==> src/rtl/alu.sv <==
// 16-bit integer ALU for the execute stage.
// Result and flag vector are registered: operands and opcode presented before a
// rising edge produce c/flags valid just after that edge. A new operation is
// accepted every cycle; there is no handshake and no other internal state.
// Flag vector layout: [0]=C carry/borrow, [1]=F signed overflow,
// [2]=L unsigned less, [3]=N negative / signed less, [4]=Z zero.
module alu (
  input  logic        clk,
  input  logic        reset,
  input  logic [15:0] a,
  input  logic [15:0] b,
  input  logic [3:0]  opcode,
  input  logic        c_in,
  output logic [15:0] c,
  output logic [4:0]  flags
);

  // Opcode encodings; 12..15 fall through to the NOP behaviour.
  localparam logic [3:0] OP_NOP  = 4'd0;
  localparam logic [3:0] OP_ADD  = 4'd1;
  localparam logic [3:0] OP_ADDC = 4'd2;
  localparam logic [3:0] OP_SUB  = 4'd3;
  localparam logic [3:0] OP_CMP  = 4'd4;
  localparam logic [3:0] OP_AND  = 4'd5;
  localparam logic [3:0] OP_OR   = 4'd6;
  localparam logic [3:0] OP_XOR  = 4'd7;
  localparam logic [3:0] OP_NOT  = 4'd8;
  localparam logic [3:0] OP_LSH  = 4'd9;
  localparam logic [3:0] OP_RSHL = 4'd10;
  localparam logic [3:0] OP_RSHA = 4'd11;

  // Bit positions inside the flag vector.
  localparam int FLAG_C = 0;
  localparam int FLAG_F = 1;
  localparam int FLAG_L = 2;
  localparam int FLAG_N = 3;
  localparam int FLAG_Z = 4;

  logic [15:0] c_q, c_d;
  logic [4:0]  flags_q, flags_d;

  logic        add_cin;
  logic [16:0] add_sum;
  logic [16:0] sub_diff;
  logic        add_ovf;
  logic        sub_ovf;
  logic        set_nz;

  // Shared arithmetic: one 17-bit adder (carry-in only for ADDC) and one
  // 17-bit subtractor whose top bit is the borrow.
  always_comb begin
    add_cin  = (opcode == OP_ADDC) ? c_in : 1'b0;
    add_sum  = {1'b0, a} + {1'b0, b} + {16'd0, add_cin};
    sub_diff = {1'b0, a} - {1'b0, b};
    // Overflow when both operands share a sign the result does not have.
    add_ovf  = (~a[15] & ~b[15] &  add_sum[15]) | (a[15] &  b[15] & ~add_sum[15]);
    // Overflow when operand signs differ and the result takes b's sign.
    sub_ovf  = (~a[15] &  b[15] & sub_diff[15]) | (a[15] & ~b[15] & ~sub_diff[15]);
  end

  // Result and flag selection; any flag an operation does not own stays 0.
  always_comb begin
    c_d     = 16'h0000;
    flags_d = 5'b00000;
    set_nz  = 1'b0;
    unique case (opcode)
      OP_ADD, OP_ADDC: begin
        c_d             = add_sum[15:0];
        flags_d[FLAG_C] = add_sum[16];
        flags_d[FLAG_F] = add_ovf;
        set_nz          = 1'b1;
      end
      OP_SUB: begin
        c_d             = sub_diff[15:0];
        flags_d[FLAG_C] = sub_diff[16];
        flags_d[FLAG_F] = sub_ovf;
        set_nz          = 1'b1;
      end
      OP_CMP: begin
        // Result is discarded; only the relational flags are produced.
        flags_d[FLAG_L] = (a < b);
        flags_d[FLAG_N] = ($signed(a) < $signed(b));
        flags_d[FLAG_Z] = (a == b);
      end
      OP_AND: begin
        c_d    = a & b;
        set_nz = 1'b1;
      end
      OP_OR: begin
        c_d    = a | b;
        set_nz = 1'b1;
      end
      OP_XOR: begin
        c_d    = a ^ b;
        set_nz = 1'b1;
      end
      OP_NOT: begin
        c_d    = ~a;
        set_nz = 1'b1;
      end
      OP_LSH: begin
        c_d             = {a[14:0], 1'b0};
        flags_d[FLAG_C] = a[15];
        set_nz          = 1'b1;
      end
      OP_RSHL: begin
        c_d             = {1'b0, a[15:1]};
        flags_d[FLAG_C] = a[0];
        set_nz          = 1'b1;
      end
      OP_RSHA: begin
        c_d             = {a[15], a[15:1]};
        flags_d[FLAG_C] = a[0];
        set_nz          = 1'b1;
      end
      default: begin
        // NOP and the unused encodings: zero result, all flags clear.
        c_d     = 16'h0000;
        flags_d = 5'b00000;
      end
    endcase
    if (set_nz) begin
      flags_d[FLAG_N] = c_d[15];
      flags_d[FLAG_Z] = (c_d == 16'h0000);
    end
  end

  // Output register; reset clears result and flags without waiting for a clock.
  always_ff @(posedge clk or posedge reset) begin
    if (reset) begin
      c_q     <= 16'h0000;
      flags_q <= 5'b00000;
    end else begin
      c_q     <= c_d;
      flags_q <= flags_d;
    end
  end

  assign c     = c_q;
  assign flags = flags_q;

endmodule

==> config.mk <==
export PLATFORM = sky130hd
export DESIGN_NAME = alu
export DESIGN_NICKNAME = d
export VERILOG_FILES = /design/src/rtl/alu.sv
export SDC_FILE = /design/constraint.sdc
export NUM_CORES = 1
export LEC_CHECK = 0
export CAP_MARGIN = 25
export CORE_ASPECT_RATIO = 0.6
export CORE_MARGIN = 5
export CORE_UTILIZATION = 35
export CTS_BUF_LIST = sky130_fd_sc_hd__clkbuf_4 sky130_fd_sc_hd__clkbuf_8
export DETAILED_ROUTE_END_ITERATION = 16
export RECOVER_POWER = 50
export SYNTH_ARGS = -nofsm -noshare
export SYNTH_HDL_FRONTEND = slang
export SYNTH_SLANG_ARGS = --single-unit
==> constraint.sdc <==
create_clock -name clk -period 1.1 [get_ports clk]
set_clock_uncertainty 0.2 [all_clocks]
set_input_delay 0.33 -clock clk [delete_from_list [all_inputs] [get_ports clk]]
set_output_delay 0.33 -clock clk [all_outputs]
set_load 0.005 [all_outputs]
==> results of run 1 <==
[final timing paths]
| kind | start | end | slack, ns |
|---|---|---|---|
| worst max-delay path | opcode[0] | flags[4]$_DFF_PP0_ | -2.41 |
| worst min-delay path | reset | c[8]$_DFF_PP0_ | 0.38 |
| max in group asynchronous | reset | c[6]$_DFF_PP0_ | 0.10 |
| min in group clk | a[0] | c[0]$_DFF_PP0_ | 0.48 |
[what timing repair did]
item                                    in CTS  in global routing
setup buffers                               72                 25
endpoints found under the setup margin      42                 42
pin swaps                                   76                 86
gates cloned                                 1                  0
resized for setup                          332                 96
[metal layers]
| metal | wire (um) | up-vias | global-route usage |
|---|---|---|---|
| met1 | 7900 | 2540 | 0.405 |
| met2 | 7990 | 405 | 0.457 |
| met5 | 12 | - | 0 |
| li1 | - | 2366 | - |
| met4 | 629 | 2 | 0.0889 |
| met3 | 2430 | 65 | 0.0632 |
[logic make-up after synthesis]
group / Yosys count / share of synthesized area
AO/OA/AOI/OAI: 163 / 0.324
XOR/XNOR: 7 / 0.0169
adder cells (fa/ha/maj): 52 / 0.186
buffers and inverters: 81 / 0.0918
flip-flops: 21 / 0.145
multiplexers: 6 / 0.0176
AND/OR/NAND/NOR: 152 / 0.219
[layout by cell type (no fill, tap or decap), types with 6 or more instances in the layout]
master,count
buf_4,219
buf_6,45
ha_1,31
nor2_1,30
nand2_1,28
buf_2,26
a21oi_1,23
dfrtp_1,21
inv_1,19
inv_2,18
ha_4,15
nand3_1,12
o22ai_1,11
a21o_1,9
a22oi_1,9
inv_4,8
a21oi_2,8
nand2_2,7
o21ai_0,7
nor3_1,6
dlymetal6s2s_1,6
[registers in the layout (all words and copies together) (netlist names)]
signal,count
c,16
flags,5
[through the flow]
step	power, mW	instance area (um2)
global placement	3.78	6000
detailed placement	3.83	6000
floorplan	2.20	3880
CTS	4.98	7010
global route	5.48	7240
finish	5.24	7240
[power by group through the flow]
stage / registers, mW / clock network (mW) / logic (mW)
2_1_floorplan: 0.926 / 0 / 1.28
6_report: 0.892 / 0.507 / 3.84
3_5_place_dp: 0.914 / 0 / 2.91
5_1_grt: 0.904 / 0.538 / 4.04
3_3_place_gp: 0.907 / 0 / 2.87
4_1_cts: 0.895 / 0.509 / 3.58
[cell type report]
type | instances | area, um2
inverters | 47 | 214
well taps | 135 | 169
flip-flops and latches | 21 | 526
multi-input cells | 380 | 3630
clock buffers | 4 | 48.8
repair buffers | 317 | 2650
fillers | 724 | 2750
==> summary.txt, run 1 <==
Status
  • Status: finished, violations left
  • Failing checks: setup timing

Timing
  • Final Max Slew Viols: 0
  • Crit path time final: 3.51 ns
  • Setup TNS: -36.42 ns
  • Final Hold Fails: 0
  • Worst-margin pin slew: 0.653 ns
  • RSZ-0062 raised after global routing: true
  • Maximum clock frequency: 285 MHz
  • Hold_ws: 0.380 ns
  • Final Cycle Share: 3.19
  • Worst rel slew slack: 0.559
  • Setup violations, final: 42
  • Final Worst Setup Slack: -2.41 ns

Clock network
  • CTS tree: yes
  • Number of buffers created by CTS: 3
  • Clock root buffer master: clkbuf_8
  • Number of H-tree levels: 1
  • Clk sink count: 21
  • Maximum clock insertion buffer count: 2
  • Clock transition at the registers of the reported paths: 0.07 ns
  • Post-cts hold buffer count: 0

Floorplanning
  • Starting Density: 0.363
  • Die W: 141 um
  • Die Ht: 88.8 um
  • Ports: 60
  • Std cell rows: 28
  • Core ar.: 9980 um2
  • DIE AREA: 12,600 um2

Synth
  • Top-count cell post-synth: ha_1
  • Avg Cell Area, Syn: 7.52 um2
  • Yosys top cell area share: 0.169
  • Yosys reg bits: 21
  • Synth async-reset ratio: 1.00
  • Number of flops mapped to enable cells by yosys: 0
  • Syn Nets: 573
  • Top cells by count, synth: 49 x ha_1, 46 x inv_1, 37 x nor2_1
  • Yosys top cell by area: ha_1
  • Synth cell types: 79
  • Top cells by area, synth: ha_1 17%, dfrtp_1 14%, a21oi_1 4.8%
  • Ys Warns: 0
  • Main synth FF type: dfrtp_1
  • Synth Cell Area: 3620 um2
  • Syn Inst Count: 482
  • Sequential-to-total area share from yosys stat: 0.145

Global routing
  • First-pass GRT wire length: 28,700 um
  • Largest net degree at the start of global routing: 35
  • Number of global-route vias before repair: 5,291
  • Initial antenna violation count: 1
  • Total Routing Usage GR: 0.292
  • GRT Residual Overflow: 0

Finish
  • Cell Count, Final, Fillers Out: 904
  • Layout area overhead: 99.6%
  • Layout cells sized above 1: 0.593
  • Final net count: 861
  • # diodes: 0
  • Final Util: 0.725

Setup path
  • Sequence of cells on the critical path: buf_8 -> nand2b_4 -> nor2_4 -> fa_2 -> fa_2 -> buf_6 -> xor2_2 -> a22oi_2 -> o211ai_1 -> nor4_1 -> or4b_1 -> or4_4 -> nor4_4 -> a31o_1
  • Most used cell, CP: fa_2
  • CP peak stage delay: 0.45 ns
  • Element type at the critical path end: flop
  • Dominant delay contributor by cell family on the critical path: simple AND/OR/NAND/NOR gates
  • Max Fanout on Critical Path: 2
  • Critical Path RT: 1.10 ns
  • Slowest library cell on the worst path: or4b_1
  • Critical path arrival: 3.51 ns
  • Levels on crit path: 14
  • Critical path class: input port to flop
  • Startpoint Class: input port
  • Crit path buffers/inverters: 2

Drt
  • Antenna viol nets, final: 0
  • Final WL: 19,000 um
  • DR vias: 5,378
  • First DRT Iteration DRCs: 543
  • Pre-antenna DRT Iters: 6
  • Residual DRC count: 0
  • WL/cell: 21.0 um
  • Vias per cell: 5.95

Power and ir drop
  • Int Pwr: 3.14 mW
  • Peak VDD IR: 0.508 mV
  • Clock power frac: 0.097
  • Sw power: 2.09 mW
  • Switching share of power: 0.400
  • Lkg Pwr: 3.45 nW
  • PD cells: 724 nW/um2
  • Comb power frac: 0.733
  • Sequential share of power: 0.170

Run
  • Max_cap viols: 0

Placed design
  • GPL Wtd Cong: 0.961
  • Placed cell count: 848
  • Worst slack at placement: -3.18 ns
  • IO Port Bufs: 59
  • DP Wirelength: 13,200 um

Min path
  • Worst min path class: input port to async pin
(Power assumes the default switching activity.)
==> run 2: changes to the inputs <==
--- a/config.mk
+++ b/config.mk
@@ -8,9 +8,10 @@
 export CAP_MARGIN = 25
 export CORE_ASPECT_RATIO = 0.6
 export CORE_MARGIN = 5
-export CORE_UTILIZATION = 35
+export CORE_UTILIZATION = 60
 export CTS_BUF_LIST = sky130_fd_sc_hd__clkbuf_4 sky130_fd_sc_hd__clkbuf_8
 export DETAILED_ROUTE_END_ITERATION = 16
+export PLACE_DENSITY = 0.88
 export RECOVER_POWER = 50
 export SYNTH_ARGS = -nofsm -noshare
 export SYNTH_HDL_FRONTEND = slang
==> run 2 against run 1 <==
- the run now fails in 3_5_place_dp
- synthesized cell count stayed put
- area after synthesis unchanged
==> summary.txt, run 2 <==
Placed design
  • GPL Wtd Cong: 1.10 (+14%)
  • IO Port Bufs: 59 (unchanged)

Floorplanning
  • Die Ht: 70.2 um (-21%)
  • Starting Density: 0.633 (+0.270)
  • Std cell rows: 21 (-25%)
  • Die W: 110 um (-22%)
  • Ports: 60 (unchanged)

Synth
  • Syn Nets: 573 (unchanged)
  • Yosys reg bits: 21 (unchanged)
  • Number of flops mapped to enable cells by yosys: 0 (unchanged)
  • Avg Cell Area, Syn: 7.52 um2 (unchanged)
  • Ys Warns: 0 (unchanged)
  • Top-count cell post-synth: ha_1
  • Synth cell types: 79 (unchanged)
  • Yosys top cell area share: 0.169 (unchanged)
  • Top cells by count, synth: 49 x ha_1, 46 x inv_1, 37 x nor2_1
  • Main synth FF type: dfrtp_1
  • Top cells by area, synth: ha_1 17%, dfrtp_1 14%, a21oi_1 4.8%
  • Synth async-reset ratio: 1.00 (unchanged)
  • Sequential-to-total area share from yosys stat: 0.145 (unchanged)
  • Syn Inst Count: 482 (unchanged)
  • Synth Cell Area: 3620 um2 (unchanged)
  • Yosys top cell by area: ha_1

Status
  • Status: aborted with a tool error
  • Error: [ERROR DPL-0038] Utilization greater than 100%, impossible to legalize
  • Last stage reached: 3_5_place_dp
==> run 2: cell counts after synthesis <==
Identical to the previous run, type by type.
==> run 2: stage by stage <==
step	TNS, ns	worst slack, ns
2_1_floorplan	-28.59	-2.49
3_3_place_gp	-51.38	-3.05
==> run 2: kinds of logic after synthesis <==
group / count (synthesis) / synth area share
muxes: 6 / 0.0176
buffers and inverters: 81 / 0.0918
and+or+nand+nor: 152 / 0.219
DFF: 21 / 0.145
AOI/OAI and AO/OA: 163 / 0.324
adders and majority gates: 52 / 0.186
xor gates and xnor gates: 7 / 0.0169
==> run 3: changes to the inputs <==
==> config.mk (replaced) <==
export PLATFORM = sky130hd
export DESIGN_NAME = alu
export DESIGN_NICKNAME = d
export VERILOG_FILES = /design/src/rtl/alu.sv
export SDC_FILE = /design/constraint.sdc
export NUM_CORES = 1
export LEC_CHECK = 0
export CAP_MARGIN = 25
export CORE_MARGIN = 5
export CORE_UTILIZATION = 40
export DETAILED_ROUTE_END_ITERATION = 16
export PLACE_DENSITY_LB_ADDON = 0.15
export RECOVER_POWER = 50
export SYNTH_ARGS = -nofsm -noshare
export SYNTH_HDL_FRONTEND = slang
export SYNTH_SLANG_ARGS = --single-unit
==> run 3 against run 2 <==
- the flow now finishes, with violations (setup timing)
==> summary.txt, run 3 (synthesis gave the netlist of run 1 again) <==
Timing
  • Final Cycle Share: 3.23
  • Worst rel slew slack: 0.412
  • RSZ-0062 raised after global routing: true
  • Setup TNS: -36.35 ns
  • Maximum clock frequency: 281 MHz
  • Final Max Slew Viols: 0
  • Setup violations, final: 42
  • Worst-margin pin slew: 0.880 ns
  • Final Worst Setup Slack: -2.45 ns
  • Final Hold Fails: 0
  • Crit path time final: 3.55 ns

Placed design
  • DP Wirelength: 12,800 um
  • IO Port Bufs: 59 (unchanged)
  • Worst slack at placement: -3.17 ns
  • GPL Wtd Cong: 0.969 (-12%)
  • Placed cell area: 5960 um2

Global routing
  • GRT Residual Overflow: 0
  • Initial antenna violation count: 0
  • Total Routing Usage GR: 0.288
  • First-pass GRT wire length: 25,800 um
  • Number of global-route vias before repair: 4,916
  • Largest net degree at the start of global routing: 35

Setup path
  • Element type at the critical path end: flop
  • Most used cell, CP: fa_2
  • Dominant delay contributor by cell family on the critical path: simple AND/OR/NAND/NOR gates
  • CP peak stage delay: 0.54 ns
  • Critical path class: input port to flop
  • Critical Path RT: 1.10 ns
  • Critical path arrival: 3.56 ns
  • Sequence of cells on the critical path: buf_6 -> nand2b_4 -> nor2_4 -> fa_2 -> fa_2 -> a21o_1 -> a21oi_2 -> o22a_1 -> nor2_1 -> a2111o_1 -> or4b_4 -> or4_4 -> nor4_4 -> a31o_1
  • Startpoint Class: input port
  • Crit path buffers/inverters: 1
  • Slowest library cell on the worst path: or4_4
  • Levels on crit path: 14
  • Max Fanout on Critical Path: 2

Finish
  • Layout area overhead: 86.6%
  • Number of flip-flops under the largest register name: 16
  • Final Util: 0.772
  • # diodes: 0
  • Finished Cell Area: 6760 um2
  • Layout cells sized above 1: 0.553
  • Most frequent cells in the layout: 211 x buf_4, 35 x buf_6, 34 x ha_1
  • Leading cell type in the layout, fill and taps excluded: buf_4
  • Final net count: 841

Floorplanning
  • Core ar.: 8760 um2
  • Std cell rows: 34 (+62%)
  • DIE AREA: 11,100 um2
  • Ports: 60 (unchanged)
  • Die W: 105 um (-4.7%)
  • Starting Density: 0.414 (-0.219)
  • Die Ht: 105 um (+50%)

Status
  • Failing checks: setup timing
  • Status: finished, violations left

Power and ir drop
  • PD cells: 715 nW/um2
  • Peak VDD IR: 0.390 mV
  • Design Power: 4.83 mW
  • Lkg Pwr: 3.25 nW

Min path
  • Worst min path class: input port to flop
  • WHS Path Cells: 5

Clock network
  • CTS tree: yes
  • Number of buffers created by CTS: 3
  • Clock root buffer master: clkbuf_8
  • Number of H-tree levels: 1
  • Maximum clock insertion buffer count: 2
  • Clk sink count: 21
  • Clock transition at the registers of the reported paths: 0.07 ns
  • Post-cts hold buffer count: 0

Drt
  • Pre-antenna DRT Iters: 5
  • Vias per cell: 5.83
  • Final WL: 16,900 um
  • Residual DRC count: 0
  • WL/cell: 19.7 um
  • DR vias: 4,994
  • First DRT Iteration DRCs: 361
  • Antenna viol nets, final: 0

Run
  • Max_cap viols: 0
-- run 3: tightest hold or removal path, delay by kind of cell --
kind	cells	cell delay [ns]
AO/OA/AOI/OAI	1	0.08
buffers and inverters	3	0.33
AND/OR/NAND/NOR	1	0.06
-- run 3: where the power goes --
group | internal, mW | switching [mW] | total, mW | leakage, nW
logic | 1.80 | 1.66 | 3.45 | 2.96
clock network | 0.258 | 0.232 | 0.490 | 0.0228
registers | 0.870 | 0.0211 | 0.891 | 0.266
-- run 3: worst paths after layout --
check | slack (ns) | endpoint | from
max | -2.45 | flags[4]$_DFF_PP0_ | opcode[0]
min | 0.37 | c[10]$_DFF_PP0_ | a[9]
max in group asynchronous | 0.10 | flags[2]$_DFF_PP0_ | reset
min in group asynchronous | 0.38 | flags[0]$_DFF_PP0_ | reset
-- run 3: per-stage QoR --
| step | std cells | hold WS (ns) |
|---|---|---|
| after floorplan | 482 | 0.107 |
| after global placement | 820 | 0.464 |
| after detailed placement | 820 | 0.485 |
| after CTS | 846 | 0.204 |
| after global routing | 857 | 0.392 |
| final | 857 | 0.372 |
-- run 3: layout make-up --
class | instances | area [um2]
inverters | 47 | 204
well taps | 108 | 135
repair buffers | 297 | 2370
multi-input cells | 380 | 3490
clock buffers | 4 | 45.0
flip-flops and latches | 21 | 526
fillers | 634 | 2000
-- run 3: per-layer routing --
layer | GRT usage | up-vias | share of wire
met5 | 0 | - | 0
met4 | 0.103 | 0 | 0.038
met3 | 0.0549 | 56 | 0.086
met2 | 0.461 | 254 | 0.46
met1 | 0.385 | 2367 | 0.42
li1 | - | 2317 | -
-- run 3: what timing repair did --
action | 4_1_cts | 5_1_grt
gates resized for setup | 282 | 76
setup buffers | 27 | 21
setup endpoints to repair | 42 | 42
pin swaps | 47 | 52
==> run 4: changes to the inputs <==
--- a/config.mk
+++ b/config.mk
@@ -8,6 +8,7 @@
 export CAP_MARGIN = 25
 export CORE_MARGIN = 5
 export CORE_UTILIZATION = 40
+export CTS_CLUSTER_SIZE = 30
 export DETAILED_ROUTE_END_ITERATION = 16
 export PLACE_DENSITY_LB_ADDON = 0.15
 export RECOVER_POWER = 50
==> results of run 4 <==
The final DEF is identical to that of run 3; final timing and power are the same.
